$ cat config.mk
export PLATFORM = sky130hd
export DESIGN_NAME = product_accumulator
export DESIGN_NICKNAME = d
export VERILOG_FILES = /design/src/rtl/product_accumulator.sv
export SDC_FILE = /design/constraint.sdc
export NUM_CORES = 1
export LEC_CHECK = 0
export ABC_CLOCK_PERIOD_IN_PS = 3200
export CAP_MARGIN = 20
export CORE_UTILIZATION = 30
export CTS_CLUSTER_DIAMETER = 40
export CTS_CLUSTER_SIZE = 25
export DETAILED_ROUTE_END_ITERATION = 8
export PLACE_DENSITY = 0.47
export SLEW_MARGIN = 40
export SYNTH_ARGS = -nofsm -noshare
export SYNTH_HDL_FRONTEND = slang
export SYNTH_SLANG_ARGS = --single-unit
$ cat constraint.sdc
create_clock -name clk -period 3.2 [get_ports clk]
set_input_delay 0.48 -clock clk [delete_from_list [all_inputs] [get_ports clk]]
set_output_delay 0.48 -clock clk [all_outputs]
set_load 0.03 [all_outputs]
$ cat src/rtl/product_accumulator.sv
// ---------------------------------------------------------------------------
// product_accumulator
//
// Sums groups of consecutive unsigned products from the upstream multiplier
// into one wide result. A group closes after ACC_LEN accepted terms, or
// earlier when a term arrives with in_last set. The finished sum is held in a
// one-entry output register with a valid/ready handshake. While that register
// is full and the sink is not ready, the block stalls the multiplier.
//
// Ports:
//   clk        rising-edge clock, single clock domain
//   rst_n      asynchronous active-low reset
//   product    unsigned term from the multiplier (2*DATAWIDTH bits)
//   in_valid   product is valid this cycle
//   in_last    qualifies in_valid; this term closes the group early
//   in_ready   block accepts product this cycle
//   out_sum    completed group sum (ACCWIDTH bits, zero-extended arithmetic)
//   out_count  number of terms in out_sum (1..ACC_LEN)
//   out_valid  out_sum/out_count are valid
//   out_ready  sink consumes the result this cycle
// ---------------------------------------------------------------------------
module product_accumulator #(
  parameter int DATAWIDTH = 14,
  parameter int ACC_LEN   = 16,
  parameter int ACCWIDTH  = 2*DATAWIDTH+4,
  parameter int CNTWIDTH  = $clog2(ACC_LEN+1)
) (
  input  logic                   clk,
  input  logic                   rst_n,
  input  logic [2*DATAWIDTH-1:0] product,
  input  logic                   in_valid,
  input  logic                   in_last,
  output logic                   in_ready,
  output logic [ACCWIDTH-1:0]    out_sum,
  output logic [CNTWIDTH-1:0]    out_count,
  output logic                   out_valid,
  input  logic                   out_ready
);

  typedef enum logic [1:0] {
    IDLE  = 2'd0,
    ACCUM = 2'd1,
    HOLD  = 2'd2
  } state_t;

  state_t state;
  state_t state_next;

  logic [ACCWIDTH-1:0] acc;
  logic [ACCWIDTH-1:0] acc_next;
  logic [ACCWIDTH-1:0] out_sum_next;
  logic [ACCWIDTH-1:0] term;
  logic [ACCWIDTH-1:0] sum;
  logic [CNTWIDTH-1:0] cnt;
  logic [CNTWIDTH-1:0] cnt_next;
  logic [CNTWIDTH-1:0] cnt_inc;
  logic [CNTWIDTH-1:0] out_count_next;
  logic                accept;
  logic                closing;

  // In HOLD the block can only take a new term when the held result drains
  // in the same cycle; in_ready is kept low while reset is asserted.
  assign in_ready  = rst_n && ((state != HOLD) || out_ready);
  assign out_valid = (state == HOLD);
  assign accept    = in_valid && in_ready;

  // acc and cnt are cleared whenever a group closes, so in IDLE and HOLD
  // these expressions reduce to "start a new group with this term".
  assign term    = ACCWIDTH'(product);
  assign sum     = acc + term;
  assign cnt_inc = cnt + CNTWIDTH'(1);
  assign closing = in_last || (cnt_inc == CNTWIDTH'(ACC_LEN));

  // Next-state and datapath selection. An accepted term either extends the
  // running group or closes it into the output register; HOLD without a new
  // term returns to IDLE once the sink takes the result.
  always_comb begin
    state_next     = state;
    acc_next       = acc;
    cnt_next       = cnt;
    out_sum_next   = out_sum;
    out_count_next = out_count;

    unique case (state)
      IDLE, ACCUM, HOLD: begin
        if (accept) begin
          if (closing) begin
            out_sum_next   = sum;
            out_count_next = cnt_inc;
            acc_next       = '0;
            cnt_next       = '0;
            state_next     = HOLD;
          end else begin
            acc_next   = sum;
            cnt_next   = cnt_inc;
            state_next = ACCUM;
          end
        end else if ((state == HOLD) && out_ready) begin
          state_next = IDLE;
        end
      end
      default: begin
        acc_next   = '0;
        cnt_next   = '0;
        state_next = IDLE;
      end
    endcase
  end

  // State and datapath registers; reset discards any partial group and any
  // held result.
  always_ff @(posedge clk or negedge rst_n) begin
    if (!rst_n) begin
      state     <= IDLE;
      acc       <= '0;
      cnt       <= '0;
      out_sum   <= '0;
      out_count <= '0;
    end else begin
      state     <= state_next;
      acc       <= acc_next;
      cnt       <= cnt_next;
      out_sum   <= out_sum_next;
      out_count <= out_count_next;
    end
  end

endmodule

# ---- After elaboration in Yosys (flattened, before gate mapping)
# Cells that the tools add are included.
# W data, S select, Z words.
dict set report word_totals {
  register_bits 76
  input_bits 33
  elab_cells 31
}
dict set report op_classes {
  addsub 2
  n_eq_ne 6
  muxes 10
  n_reduce_logical 8
}
# operator count
set op_table {}
lappend op_table {{$mux W32} 3}
lappend op_table {{$add A32 B28 Y32} 1}
lappend op_table {{$mux W5} 3}
lappend op_table {{$mux W2} 4}
lappend op_table {{$add A5 B1 Y5 const B} 1}
lappend op_table {{$eq A5 B5 Y1 const B} 1}
lappend op_table {{$ne A2 B2 Y1 const B} 2}
lappend op_table {{$logic_and A1 B1 Y1} 3}
lappend op_table {{$ne A3 B3 Y1 const B} 1}
lappend op_table {{$reduce_and A3 Y1} 1}
lappend op_table {{$reduce_or A3 Y1} 1}
lappend op_table {{$eq A2 B1 Y1 const B} 1}
lappend op_table {{$eq A2 B2 Y1 const B} 1}
lappend op_table {{$logic_not A2 Y1} 1}
lappend op_table {{$logic_or A1 B1 Y1} 2}

# ---- Depth between registers and ports, before layout
dict set report logic_depth {
  word_depth 6
  ltp_mapped 11
  ltp_nobuf 11
}

# ---- Worst setup path before layout
# Ideal clock, no wire load.
dict set report synth_timing {
  kind {input to register}
  startpoint {input product[0]}
  endpoint {register acc[30]}
  setup_ns 0.069
  arrival_ns 2.666
  slack_ns 0.464
  cell_stages 11
  path_buffers 0
  path_cell_list {ha_1 > fa_1 > a21oi_1 > o211ai_2 > o211ai_1 > a2111oi_2 > o2111ai_1 > a31oi_2 > o21ai_2 > or4_1 > nand3_1}
}
dict set report synth_via {
  elab_chain_len 4
}
# element line_no
set synth_rtl {}
lappend synth_rtl {{start, declared} 30} ;# input logic [2*DATAWIDTH-1:0] product,
lappend synth_rtl {{$add A32 B28 Y32} 70} ;# assign sum = acc + term;
lappend synth_rtl {{$mux W32} 87} ;# if (closing) begin
lappend synth_rtl {{$mux W32} 86} ;# if (accept) begin
lappend synth_rtl {{$mux W32} 84} ;# unique case (state)
lappend synth_rtl {{end signal, assigned} 121} ;# acc <= acc_next;
lappend synth_rtl {{end, declared} 49} ;# logic [ACCWIDTH-1:0] acc;
# No other way between the ends. The select of a mux whose other input is x is not followed.
# A chain may end at the register's enable or synchronous reset.

# ---- Worst setup path in the final report
# Same ends and word-level chain as after synthesis.

==> flow_metrics.env <==
export IMPL_tightestPinTransition_ns=0.5876
export IMPL_cp_cell_sequence="clkdlybuf4s50_1 > ha_2 > fa_2 > a21oi_2 > o211ai_2 > o211ai_1 > a2111oi_4 > o2111ai_2 > a31oi_2 > o21ai_2 > or4_1 > nand3_1"
export IMPL_gr_total_overflow=0
export IMPL_drc=0
export IMPL_setup_violations=0
export IMPL_layout_cells_non_filler=696
export IMPL_cp_buffers_inverters=1
export IMPL_slew_viol_final=0
export IMPL_fp_dieW_um=121.9
export IMPL_drive_above_1_share=0.1899
export IMPL_initialDrtViolationCount=196
export IMPL_rsz0062_at_grt="no"
export IMPL_dp_hpwl_um=7488
export IMPL_timing_rr_start="acc[10]"
export IMPL_slowest_delay_ns=0.48
export IMPL_synth_area_um2=4310
export IMPL_io_pins=72
export IMPL_synth_edf_count=0
export IMPL_worstPathRequired_ns=3.48
export IMPL_final_core_util=0.4145
export IMPL_yosysSeqAreaShare=0.4412
export IMPL_path_delay_family="compound AO/OA/AOI/OAI gates"
export IMPL_grt_max_degree=44
export IMPL_crit_path_max_fanout=3
export IMPL_die_area_um2=14850
export IMPL_wl_per_cell_um=15.22
export IMPL_synth_top_area_share=0.4412
export IMPL_grt_pass1_wl_um=17930
export IMPL_syn_area_per_cell_um2=10.54
export IMPL_final_common_cell="dfrtp_1"
export IMPL_vias=3433
export IMPL_initial_utilization=0.3093
export IMPL_cp_num_cells=12
export IMPL_cp_arrival_ns=3.32
export IMPL_fmax_mhz=328.1
export IMPL_synthCells=409
export IMPL_drv_cap=0
export IMPL_crit_start="product[0]"
export IMPL_synthTopCellsByArea="dfrtp_1, ha_1, mux2_2"
export IMPL_fin_nets=575
export IMPL_skew_ns=0.005706
export IMPL_synth_ff_type="dfrtp_1"
export IMPL_coreArea_um2=13930
export IMPL_leakage_nw=2.560
export IMPL_die_h_um=121.9
export IMPL_ys_types=48
export IMPL_gr_usage_all_layers=0.1575
export IMPL_yosysWarnings=0
export IMPL_place_inst=678
export IMPL_cp_end_kind="register"
export IMPL_r2r_slack_ns=0.37
export IMPL_grt_pass1_vias=3541
export IMPL_numClockSinks=76
export IMPL_synth_nets=472
export IMPL_placement_rows=43
export IMPL_status="completed"
export IMPL_hold_class="input pin to asynchronous set/reset pin"
export IMPL_insertion_delay_ns=0.34
export IMPL_min_period_ns=3.048
export IMPL_syn_to_final_growth_pct=33.99
export IMPL_pwr_density_cell_nw_per_um2=864.0
export IMPL_htree_levels=3
export IMPL_antenna_found_initial=0
export IMPL_numCtsBuffers=9
export IMPL_finalHoldViolations=0
export IMPL_min_period_over_period=0.9525
export IMPL_critPathSlowestCell="or4_1"
export IMPL_whs_ns=0.1990
export IMPL_timing_rr_end="acc[30]"
export IMPL_gp_congestion=0.7603
export IMPL_timing_max_slew_rel_slack=0.6083
export IMPL_reg2regPathDepth=12
export IMPL_layout_common_cells="dfrtp_1, clkdlybuf4s50_1, buf_4"
export IMPL_cts_tree="yes"
export IMPL_critPathKind="input pin to register"
export IMPL_wirelength_um=10600
export IMPL_clockBufferDepth=2
export IMPL_crit_end="acc[30]"
export IMPL_cts_hold_buffers=0
export IMPL_antenna_left=0
export IMPL_ir_worst_vdd_mv=0.3719
export IMPL_root_buffer="clkbuf_16"
export IMPL_cts_reportedPaths_clkPinSlew_ns=0.06
export IMPL_power_total_mw=4.990
export IMPL_io_buffers=71
export IMPL_via_per_inst=4.932
export IMPL_synth_seq_cells=76
export IMPL_synth_largest_area_cell="dfrtp_1"
export IMPL_drt_pass1_iterations=4
export IMPL_start_kind="input pin"
export IMPL_diodes=0
export IMPL_synthArstFlopShare=1.000
==> worst reg2reg max path, stage by stage, from the launching register on <==
cell,delay (ns)
dfrtp_1,0.38
ha_1,0.33
buf_4,0.12
nand2_1,0.04
nor2_1,0.14
a2111oi_2,0.08
buf_4,0.16
a2111oi_4,0.40
o2111ai_2,0.19
a31oi_2,0.29
o21ai_2,0.08
or4_1,0.48
nand3_1,0.10
==> power by group <==
group / internal (mW) / total [mW] / switching, mW
clock network: 0.517 / 0.902 / 0.385
registers: 1.30 / 1.49 / 0.198
logic: 1.24 / 2.59 / 1.36
total: 3.05 / 4.99 / 1.94
==> routing by layer <==
layer  vias up  global-route usage  wire length (µm)
met5         -                   0                 0
met4         0             0.05478               120
met3         9             0.03418               434
met2        58              0.2295              4650
met1      1664              0.2278              5391
li1       1702                   -                 -
==> worst min-delay path by stage <==
stage	slack, ns	end	depth (start not counted)
final	0.20	state[1]	2
after global routing	0.26	state[1]	2
after CTS	0.23	state[1]	2
after detailed placement	0.47	out_count[2]	2
after global placement	0.46	out_count[4]	2
after floorplan	0.18	acc[0]	0
==> sequential cells by signal, summed over array words and instances (netlist names) <==
register and count:
state 2, out_count 5, cnt 5, out_sum 32, acc 32
==> cell usage after synthesis, drive strengths merged, types with 2 or more instances <==
cell,instances
dfrtp,76
nand2,35
a21oi,33
a22o,30
mux2,30
ha,29
o21ai,25
xnor2,19
nor2,13
inv,12
xor2,11
clkbuf,10
nand3,8
buf,7
o21bai,7
a21o,6
and3,5
nor2b,5
nor3,5
o211ai,5
a31oi,4
nand2b,4
o2111ai,3
o21a,3
or4,3
a2111oi,2
and2,2
mux2i,2
o31ai,2
==> cell type report <==
class | count | area (µm²)
Clock buffer | 12 | 236.5
Clock inverter | 3 | 15.01
Fill cell | 1383 | 8159
Inverter | 12 | 45.04
Multi-Input combinational cell | 304 | 2346
Sequential cell | 76 | 1902
Tap cell | 180 | 225.2
Timing Repair Buffer | 109 | 1006
==> metrics by stage <==
| stage | setup TNS, ns | worst slack (ns) | cell area, µm² |
|---|---|---|---|
| after floorplan | 0 | 0.4645 | 4310 |
| after global placement | -1.362 | -0.2566 | 5469 |
| after detailed placement | -1.769 | -0.2934 | 5469 |
| after CTS | 0 | 0.02082 | 5720 |
| after global routing | 0 | 0.001536 | 5776 |
| final | 0 | 0.1521 | 5776 |
==> cells by family (layout without fill, tap and decap cells) <==
kind of cell	count (synthesis)	in the layout	synth area share
xor+xnor	30	30	0.06096
mux	32	32	0.08302
flops	76	76	0.4412
fa+ha+maj	30	30	0.08883
simple gates	85	85	0.09492
buf+inv	29	136	0.02526
compound gates	127	127	0.2058
==> timing repair <==
item,4_1_cts,5_1_grt
endpoints found under the setup margin,0,5
gates resized for setup,0,6
setup buffers,0,3
Power figures use the tool's default switching activity.
